File: src/rtl/alu_pkg.sv
// Operation codes and FSM state type shared by the sequential ALU.
package alu_pkg;

  localparam logic [3:0] OP_ADD  = 4'b0000;
  localparam logic [3:0] OP_SUB  = 4'b0001;
  localparam logic [3:0] OP_AND  = 4'b0010;
  localparam logic [3:0] OP_OR   = 4'b0011;
  localparam logic [3:0] OP_NOT  = 4'b0100;
  localparam logic [3:0] OP_SLT  = 4'b0101;
  localparam logic [3:0] OP_SLL  = 4'b0110;
  localparam logic [3:0] OP_ROR  = 4'b0111;
  localparam logic [3:0] OP_MULU = 4'b1000;
  localparam logic [3:0] OP_DIVU = 4'b1001;

  typedef enum logic [1:0] {
    IDLE = 2'd0,
    MUL  = 2'd1,
    DIV  = 2'd2
  } state_t;

endpackage

File: src/rtl/alu_muldiv_iter.sv
// Iterative shift-add multiplier / restoring divider, one bit per cycle.
// hi/lo hold the partial product or remainder/quotient; res_* expose next-state values.
module alu_muldiv_iter #(
  parameter int WIDTH = 8
) (
  input  logic             clk,
  input  logic             rst,
  input  logic             start,
  input  logic             is_div,
  input  logic [WIDTH-1:0] a,
  input  logic [WIDTH-1:0] b,
  output logic             done,
  output logic [WIDTH-1:0] res_lo,
  output logic [WIDTH-1:0] res_hi
);
  localparam int CW = $clog2(WIDTH) + 1;

  logic             busy_q;
  logic             div_q;
  logic [CW-1:0]    cnt_q;
  logic [WIDTH-1:0] hi_q, hi_d;
  logic [WIDTH-1:0] lo_q, lo_d;
  logic [WIDTH-1:0] b_q;
  logic [WIDTH:0]   shifted, trial, sum;

  always_comb begin
    hi_d    = hi_q;
    lo_d    = lo_q;
    shifted = {hi_q, lo_q[WIDTH-1]};
    trial   = shifted - {1'b0, b_q};
    sum     = {1'b0, hi_q} + (lo_q[0] ? {1'b0, b_q} : '0);
    if (div_q) begin
      // Bit WIDTH of the trial difference is set exactly when it went negative
      if (!trial[WIDTH]) begin
        hi_d = trial[WIDTH-1:0];
        lo_d = {lo_q[WIDTH-2:0], 1'b1};
      end else begin
        hi_d = shifted[WIDTH-1:0];
        lo_d = {lo_q[WIDTH-2:0], 1'b0};
      end
    end else begin
      {hi_d, lo_d} = {sum, lo_q[WIDTH-1:1]};
    end
  end

  assign done   = busy_q && (cnt_q == CW'(WIDTH - 1));
  assign res_lo = lo_d;
  assign res_hi = hi_d;

  always_ff @(posedge clk) begin
    if (rst) begin
      busy_q <= 1'b0;
      div_q  <= 1'b0;
      cnt_q  <= '0;
      hi_q   <= '0;
      lo_q   <= '0;
      b_q    <= '0;
    end else if (start) begin
      busy_q <= 1'b1;
      div_q  <= is_div;
      cnt_q  <= '0;
      hi_q   <= '0;
      lo_q   <= a;
      b_q    <= b;
    end else if (busy_q) begin
      hi_q  <= hi_d;
      lo_q  <= lo_d;
      cnt_q <= cnt_q + 1'b1;
      if (done) busy_q <= 1'b0;
    end
  end

endmodule

File: src/rtl/alu_seq.sv
// Sequential ALU: single-cycle arithmetic/logic/shift ops, iterative MULU/DIVU.
module alu_seq
  import alu_pkg::*;
#(
  parameter int WIDTH = 8,
  parameter int SHW   = $clog2(WIDTH) + 1
) (
  input  logic             clk,
  input  logic             rst,
  input  logic             in_valid,
  output logic             in_ready,
  input  logic [3:0]       operation,
  input  logic [WIDTH-1:0] ina,
  input  logic [WIDTH-1:0] inb,
  input  logic [SHW-1:0]   shamt,
  output logic             out_valid,
  output logic [WIDTH-1:0] out,
  output logic [WIDTH-1:0] out_hi,
  output logic             cr,
  output logic             ov,
  output logic             ng,
  output logic             zr,
  output logic             dz
);
  state_t           state_q;
  logic             in_ready_q, out_valid_q;
  logic [WIDTH-1:0] out_q, out_hi_q;
  logic             cr_q, ov_q, ng_q, zr_q, dz_q;

  logic [WIDTH:0]   add_w, sub_w;
  logic [31:0]      rot_amt;
  logic [WIDTH-1:0] sc_out, sc_hi;
  logic             sc_cr, sc_ov, sc_ng, sc_zr, sc_dz;
  logic             is_iter, md_start, md_done;
  logic [WIDTH-1:0] md_lo, md_hi;

  assign add_w   = {1'b0, ina} + {1'b0, inb};
  assign sub_w   = {1'b0, ina} - {1'b0, inb};
  assign rot_amt = 32'(shamt) % 32'(WIDTH);

  always_comb begin
    sc_out = '0;
    sc_hi  = '0;
    sc_cr  = 1'b0;
    sc_ov  = 1'b0;
    sc_dz  = 1'b0;
    case (operation)
      OP_ADD: begin
        sc_out = add_w[WIDTH-1:0];
        sc_cr  = add_w[WIDTH];
        sc_ov  = (ina[WIDTH-1] == inb[WIDTH-1]) && (add_w[WIDTH-1] != ina[WIDTH-1]);
      end
      OP_SUB: begin
        sc_out = sub_w[WIDTH-1:0];
        sc_cr  = sub_w[WIDTH];
        sc_ov  = (ina[WIDTH-1] != inb[WIDTH-1]) && (sub_w[WIDTH-1] != ina[WIDTH-1]);
      end
      OP_AND:  sc_out = ina & inb;
      OP_OR:   sc_out = ina | inb;
      OP_NOT:  sc_out = ~ina;
      OP_SLT:  sc_out = {{(WIDTH-1){1'b0}}, ($signed(ina) < $signed(inb))};
      OP_SLL:  sc_out = (shamt >= SHW'(WIDTH)) ? '0 : (ina << shamt);
      OP_ROR:  sc_out = (ina >> rot_amt) | (ina << (32'(WIDTH) - rot_amt));
      OP_DIVU: begin
        // Only reaches the output path when the divisor is zero
        sc_out = '1;
        sc_hi  = ina;
        sc_dz  = 1'b1;
      end
      default: ;
    endcase
    sc_ng = sc_out[WIDTH-1] & ~sc_dz;
    sc_zr = (sc_out == '0) & ~sc_dz;
  end

  assign is_iter  = (operation == OP_MULU) || ((operation == OP_DIVU) && (inb != '0));
  assign md_start = (state_q == IDLE) && in_valid && is_iter;

  alu_muldiv_iter #(.WIDTH(WIDTH)) u_muldiv (
    .clk    (clk),
    .rst    (rst),
    .start  (md_start),
    .is_div (operation == OP_DIVU),
    .a      (ina),
    .b      (inb),
    .done   (md_done),
    .res_lo (md_lo),
    .res_hi (md_hi)
  );

  always_ff @(posedge clk) begin
    if (rst) begin
      state_q     <= IDLE;
      in_ready_q  <= 1'b1;
      out_valid_q <= 1'b0;
      out_q       <= '0;
      out_hi_q    <= '0;
      cr_q        <= 1'b0;
      ov_q        <= 1'b0;
      ng_q        <= 1'b0;
      zr_q        <= 1'b0;
      dz_q        <= 1'b0;
    end else begin
      out_valid_q <= 1'b0;
      case (state_q)
        IDLE: if (in_valid) begin
          if (is_iter) begin
            state_q    <= (operation == OP_MULU) ? MUL : DIV;
            in_ready_q <= 1'b0;
          end else begin
            out_valid_q <= 1'b1;
            out_q       <= sc_out;
            out_hi_q    <= sc_hi;
            cr_q        <= sc_cr;
            ov_q        <= sc_ov;
            ng_q        <= sc_ng;
            zr_q        <= sc_zr;
            dz_q        <= sc_dz;
          end
        end
        MUL, DIV: if (md_done) begin
          state_q     <= IDLE;
          in_ready_q  <= 1'b1;
          out_valid_q <= 1'b1;
          out_q       <= md_lo;
          out_hi_q    <= md_hi;
          dz_q        <= 1'b0;
          if (state_q == MUL) begin
            cr_q <= |md_hi;
            ov_q <= |md_hi;
            ng_q <= md_hi[WIDTH-1];
            zr_q <= ~|{md_hi, md_lo};
          end else begin
            cr_q <= 1'b0;
            ov_q <= 1'b0;
            ng_q <= 1'b0;
            zr_q <= ~|md_lo;
          end
        end
        default: state_q <= IDLE;
      endcase
    end
  end

  assign in_ready  = in_ready_q;
  assign out_valid = out_valid_q;
  assign out       = out_q;
  assign out_hi    = out_hi_q;
  assign cr        = cr_q;
  assign ov        = ov_q;
  assign ng        = ng_q;
  assign zr        = zr_q;
  assign dz        = dz_q;

endmodule

File: config.mk
export PLATFORM = sky130hd
export DESIGN_NAME = alu_seq
export DESIGN_NICKNAME = d
export VERILOG_FILES = /design/src/rtl/alu_pkg.sv /design/src/rtl/alu_muldiv_iter.sv /design/src/rtl/alu_seq.sv
export SDC_FILE = /design/constraint.sdc
export NUM_CORES = 1
export LEC_CHECK = 0
export CELL_PAD_IN_SITES_DETAIL_PLACEMENT = 0
export CELL_PAD_IN_SITES_GLOBAL_PLACEMENT = 1
export CORE_ASPECT_RATIO = 1.1
export CORE_MARGIN = 2
export CORE_UTILIZATION = 25
export CTS_CLUSTER_SIZE = 24
export DETAILED_ROUTE_END_ITERATION = 7
export HOLD_SLACK_MARGIN = 0.05
export PLACE_DENSITY_LB_ADDON = 0.08
export SYNTH_ARGS = -nofsm -noshare
export SYNTH_HDL_FRONTEND = slang
export SYNTH_SLANG_ARGS = --single-unit
File: constraint.sdc
create_clock -name clk -period 6.2 [get_ports clk]
set_input_delay 1.24 -clock clk [delete_from_list [all_inputs] [get_ports clk]]
set_output_delay 1.24 -clock clk [all_outputs]
set_load 0.02 [all_outputs]
==> results of run 1 <==
-- Yosys cell counts, drive strengths merged (3+ instances only) --
cell	count	area, um2
nand2	75	282
xnor2	13	121
a21oi	73	365
inv	46	173
a211oi	23	173
nand3b	5	37.5
o211ai	17	128
xor2	7	61.3
a2111oi	3	33.8
nand2b	17	106
nor2b	6	45.0
a21o	13	97.6
ha	45	563
and2	3	18.8
a2bb2oi	4	35.0
o21bai	6	45.0
clkbuf	25	93.8
nor4b	3	26.3
nand4	3	18.8
nor4	8	56.3
o221ai	6	52.6
nor2	71	267
buf	24	131
fa	4	80.1
o22ai	5	31.3
mux2i	26	260
mux2	3	33.8
o21a	4	30.0
o21ai	29	145
nor3	32	165
a221oi	4	41.3
o31ai	6	45.0
o22a	4	35.0
dfxtp	55	1100
nand3	10	50.1
a211o	3	26.3
a31oi	7	43.8
and3	3	18.8
mux4	5	120
-- layout by cell type, fill, tap and decap left out, drive strengths merged, types with 23 or more instances in the layout --
cell,n
ha,45
nor3,32
clkdlybuf4s50,49
nand2,75
inv,46
a211oi,23
mux2i,26
o21ai,29
a21oi,73
nor2,71
dfxtp,55
-- kinds of logic (layout without fill, tap and decap cells) --
group	after synthesis	count (layout)	synth area share
AO/OA/AOI/OAI	229	229	0.278
AND/OR/NAND/NOR	253	253	0.224
XOR/XNOR	20	20	0.0332
buffers and inverters	95	118	0.0723
adder cells (fa/ha/maj)	49	49	0.117
flip-flops	55	55	0.200
multiplexers	34	34	0.0752
-- flip-flops by register name, indices dropped and copies added, names as in the netlist, 2 cells and up --
signal	flops
u_muldiv.b_q	8
out_hi	8
u_muldiv.lo_q	8
u_muldiv.cnt_q	4
state_q	2
u_muldiv.hi_q	8
out	8
-- layer usage --
layer	vias up	GRT usage	share of wire	routed length, um
li1	2715	-	-	-
met3	26	0.0120	0.026	519
met1	2668	0.219	0.44	8950
met5	-	0	0	0
met4	0	0.0401	0.018	361
met2	131	0.323	0.52	10500
-- cell type report --
cell class              instances  area [um2]  share of cell area
clock buffers                   5         125              0.0195
clock inverters                 2        37.5             0.00585
inverters                      46         173              0.0269
multi-input cells             585        4010               0.624
flip-flops and latches         55        1100               0.172
well taps                     290         363              0.0565
repair buffers                 65         611              0.0951
-- final timing paths --
| kind | startpoint | end | slack, ns |
|---|---|---|---|
| worst max-delay path | shamt[1] | zr | 1.58 |
| worst min-delay path | out[3] | out[3] | 0.46 |
| worst max register to register | u_muldiv.lo_q[7] | cr | 2.66 |
| worst min register to register | out[3] | out[3] | 0.46 |
-- power breakdown --
part | switching (W) | internal [W]
clock network | 0.000133 | 0.000189
logic | 0.000232 | 0.000154
registers | 0.0000126 | 0.000373
total | 0.000378 | 0.000715
-- critical path: stages --
cell and delay [ns]:
clkdlybuf4s50_1 0.45, buf_4 0.25, inv_1 0.15, ha_1 0.56, mux2_2 0.40, nand2_1 0.06
o21ai_0 0.12, a221oi_1 0.33, nor3_1 0.10, a2111o_1 0.37, nor4_1 0.27, or4b_1 0.46
o211ai_1 0.09
-- metrics by stage --
step / total power (W) / util / worst slack [ns] / instances
after floorplan: 0.000642 / - / 2.34 / 735
after detailed placement: 0.000777 / 0.292 / 1.34 / 1041
after global routing: 0.00116 / 0.299 / 1.43 / 1048
after global placement: 0.000780 / 0.292 / 1.27 / 1041
final: 0.00109 / 0.299 / 1.58 / 1048
after CTS: 0.00110 / 0.299 / 1.65 / 1048
==> results.yml, run 1 <==
drt:
  drc: 0
  viasPerCell: 5.29
  drt-pass1-iter-count: 5
  routedWlPerCell_um: 19.4
  routed_wl_um: 20300
  vias: 5540
  drt-initial-drc-count: 388
  drtAntennaViolNets: 0
worst_hold_path:
  min_path_cells: 2
  min_path_type: "reg2reg"
sta:
  finalHoldViolCount: 0
  slew_viol_final: 0
  whs_ns: 0.458
  tightest_slew_ns: 1.15
  finalClockSkew_ns: 0.0147
  setup_viol: 0
  fin_tns_setup_ns: 0
  fmax_mhz: 216
  period_needed_ns: 4.62
  max_slew_margin: 0.225
  finalCritPeriodShare: 0.745
  rsz0062_at_grt: "false"
clocking:
  clk_pin_slew_ns: 0.08
  cts_buffers: 5
  clock-sinks: 55
  cts.path.max_buffers: 2
  clk-insertion-delay-late_ns: 0.30
  cts_setup_buffers: 0
  cts_tree: "yes"
  ctsResizeCount: 0
  clockRootBuffer: "clkbuf_16"
  cts-htree-levels: 2
  hold_buffers: 0
power:
  p_leak_nw: 2.40
  peakVddDrop_mv: 0.100
  p_per_area_nw_per_um2: 170
yosys:
  ys_seq_area_frac: 0.200
  async_flop_share: 0
  synth_area_um2: 5510
  syn_nets: 811
  synth_edf_count: 0
  ys_warn_count: 0
  yosys_most_used_dff: "dfxtp_1"
  ys_types: 78
  syn_area_per_cell_um2: 7.49
  ys_seq_elements: 55
  netlist_instances: 735
floorplanning:
  row_count: 56
  die_x_um: 146
  core_area_um2: 21400
  io_pins: 50
  die-area_um2: 23200
  fp.dieH_um: 160
  start_util: 0.257
cells_and_area:
  fillers: 2366
  final_nets: 834
  drive_gt1_frac: 0.0541
  syn_to_final_growth_pct: 16.5
  diodes: 0
  fin_area_um2: 6420
place:
  hpwl_um: 15800
  dpl-instance-area_um2: 6250
  place.gp.congestion: 0.842
  io_buffers: 49
run:
  cap_viol_max_count: 0
global_route:
  antenna_found_initial: 0
  grt_usage: 0.174
  grt_pass1_wl_um: 32200
  grt_max_degree: 45
  grt_pass1_vias: 5476
  globalRouteOverflowTotal: 0
critical_path:
  worstRegToRegCells: 12
  cp-end-kind: "flip-flop"
  crit_required_ns: 6.43
  cp_max_fo: 21
  critical_path_class: "in2reg"
  worstSetupStartpointType: "input port"
  critPathArrivalTime_ns: 4.85
run_status:
  status: "completed"
Note: power is estimated with default switching activity, not from simulation.
==> run 2: changes to the inputs <==
Clock period 6.2 ns to 4.53 ns, I/O delays scaled along.
==> results.yml, run 2 (same netlist as run 1, synthesis figures left out) <==
clocking:
  cts_setup_buffers: 0
  cts_tree: "yes"
  clk_pin_slew_ns: 0.07
  clock-sinks: 55
  cts.path.max_buffers: 2
  cts_buffers: 5
  clk-insertion-delay-late_ns: 0.29
  clockRootBuffer: "clkbuf_16"
  hold_buffers: 0
  cts-htree-levels: 2
  ctsResizeCount: 0
drt:
  routedWlPerCell_um: 20.0
  viasPerCell: 5.25
  drtAntennaViolNets: 0
  routed_wl_um: 21400
  vias: 5610
  drc: 0
  drt-pass1-iter-count: 5
  drt-initial-drc-count: 427
cells_and_area:
  diodes: 0
  fin_area_um2: 6550
  mostFrequentLayoutCells: "nand2_1 (75), a21oi_1 (73), nor2_1 (71)"
  syn_to_final_growth_pct: 18.9
  final_nets: 853
  final_core_utilization: 0.305
  layout_commonest_cell: "nand2_1"
  drive_gt1_frac: 0.0771
  fillers: 2360
sta:
  finalClockSkew_ns: 0.00644
  fmax_mhz: 254
  max_slew_margin: 0.303
  period_needed_ns: 3.94
  slew_viol_final: 0
  finalCritPeriodShare: 0.869
  whs_ns: 0.456
  finalHoldViolCount: 0
  rsz0062_at_grt: "false"
  fin_tns_setup_ns: 0
  setup_viol: 0
  tightest_slew_ns: 1.04
critical_path:
  cp-end-kind: "flip-flop"
  cp_max_fo: 8
  worstRegToRegCells: 12
  regToRegEndpoint: "cr"
  cp_slowest_stage_delay_ns: 0.47
  critPathArrivalTime_ns: 4.16
  path_cells: "clkdlybuf4s50_1 -> inv_1 -> ha_1 -> mux2_2 -> nand2_1 -> o21ai_0 -> a221oi_1 -> nor3_1 -> a2111o_1 -> nor4_1 -> or4b_1 -> o211ai_1"
  cp-endpoint: "zr"
  crit_slowest_cell: "clkdlybuf4s50_1"
  critical_path_class: "in2reg"
  worstSetupStartpointType: "input port"
  r2r_slack_ns: 1.04
  crit_required_ns: 4.75
  startpoint: "shamt[1]"
  r2r-start: "u_muldiv.lo_q[7]"
power:
  power.share.switching: 0.357
  peakVddDrop_mv: 0.144
  p_seq_frac: 0.356
  p_per_area_nw_per_um2: 226
  internal_power_w: 0.000952
  p_leak_nw: 2.49
  p_sw_w: 0.000529
  pwr-share-comb: 0.367
  p_clk_frac: 0.277
worst_hold_path:
  min_path_type: "reg2reg"
  min_path_cells: 2
global_route:
  grt_max_degree: 44
  grt_pass1_vias: 5705
  grt_pass1_wl_um: 33500
  globalRouteOverflowTotal: 0
  antenna_found_initial: 0
  grt_usage: 0.181
floorplanning:
  die_x_um: 146
  row_count: 56
  die-area_um2: 23200
  start_util: 0.257
  core_area_um2: 21400
  io_pins: 50
  fp.dieH_um: 160
place:
  dpl-instance-area_um2: 6400
  hpwl_um: 16900
  place.gp.congestion: 0.914
  io_buffers: 49
run:
  cap_viol_max_count: 0
run_status:
  status: "completed"
run 2: how the worst min path moves through the flow:
stage	slack, ns	endpoint	start
5_1_grt	0.48	u_muldiv.b_q[3]	u_muldiv.b_q[3]
3_3_place_gp	0.45	out[3]	out[3]
3_5_place_dp	0.45	u_muldiv.b_q[3]	u_muldiv.b_q[3]
2_1_floorplan	0.44	u_muldiv.b_q[2]	u_muldiv.b_q[2]
6_report	0.46	u_muldiv.b_q[7]	u_muldiv.b_q[7]
4_1_cts	0.46	u_muldiv.b_q[3]	u_muldiv.b_q[3]
run 2: power groups by stage:
stage	clock, W	combinational [W]	sequential, W
floorplan	0	0.000321	0.000559
global placement	0	0.000546	0.000539
detailed placement	0	0.000540	0.000539
CTS	0.000421	0.000543	0.000528
global route	0.000438	0.000593	0.000531
finish	0.000410	0.000544	0.000528
run 2: through the flow:
stage	worst slack, ns	std cells	power, W
5_1_grt	0.370	1068	0.00156
2_1_floorplan	1.00	735	0.000879
6_report	0.594	1068	0.00148
3_3_place_gp	0.386	1060	0.00108
3_5_place_dp	0.329	1060	0.00108
4_1_cts	0.613	1068	0.00149
run 2: final cells by class:
cell class,instances,area [um2],share of cell area
sequential,55,1100,0.168
clock buffer,7,143,0.0218
clock inverter,1,8.76,0.00134
timing repair buffer,84,753,0.115
tap,290,363,0.0554
inverter,46,173,0.0264
multi-input combinational,585,4010,0.612
run 2: routing by layer:
metal | share of wire | routed length, um | global-route usage
met5 | 0 | 0 | 0
met4 | 0.031 | 656 | 0.0611
met3 | 0.027 | 586 | 0.0151
met2 | 0.49 | 10500 | 0.324
met1 | 0.45 | 9630 | 0.228
run 2: worst max-delay path, delay by kind of cell:
kind                     cells  cell delay [ns]
AO/OA/AOI/OAI                4             0.94
AND/OR/NAND/NOR              4             0.89
buffers and inverters        2             0.57
adder cells (fa/ha/maj)      1             0.45
multiplexers                 1             0.38
==> run 3: changes to the inputs <==
Settings changed: SLEW_MARGIN from default to 20.
==> results of run 3 <==
The final DEF is identical to that of run 2; final timing and power are the same.
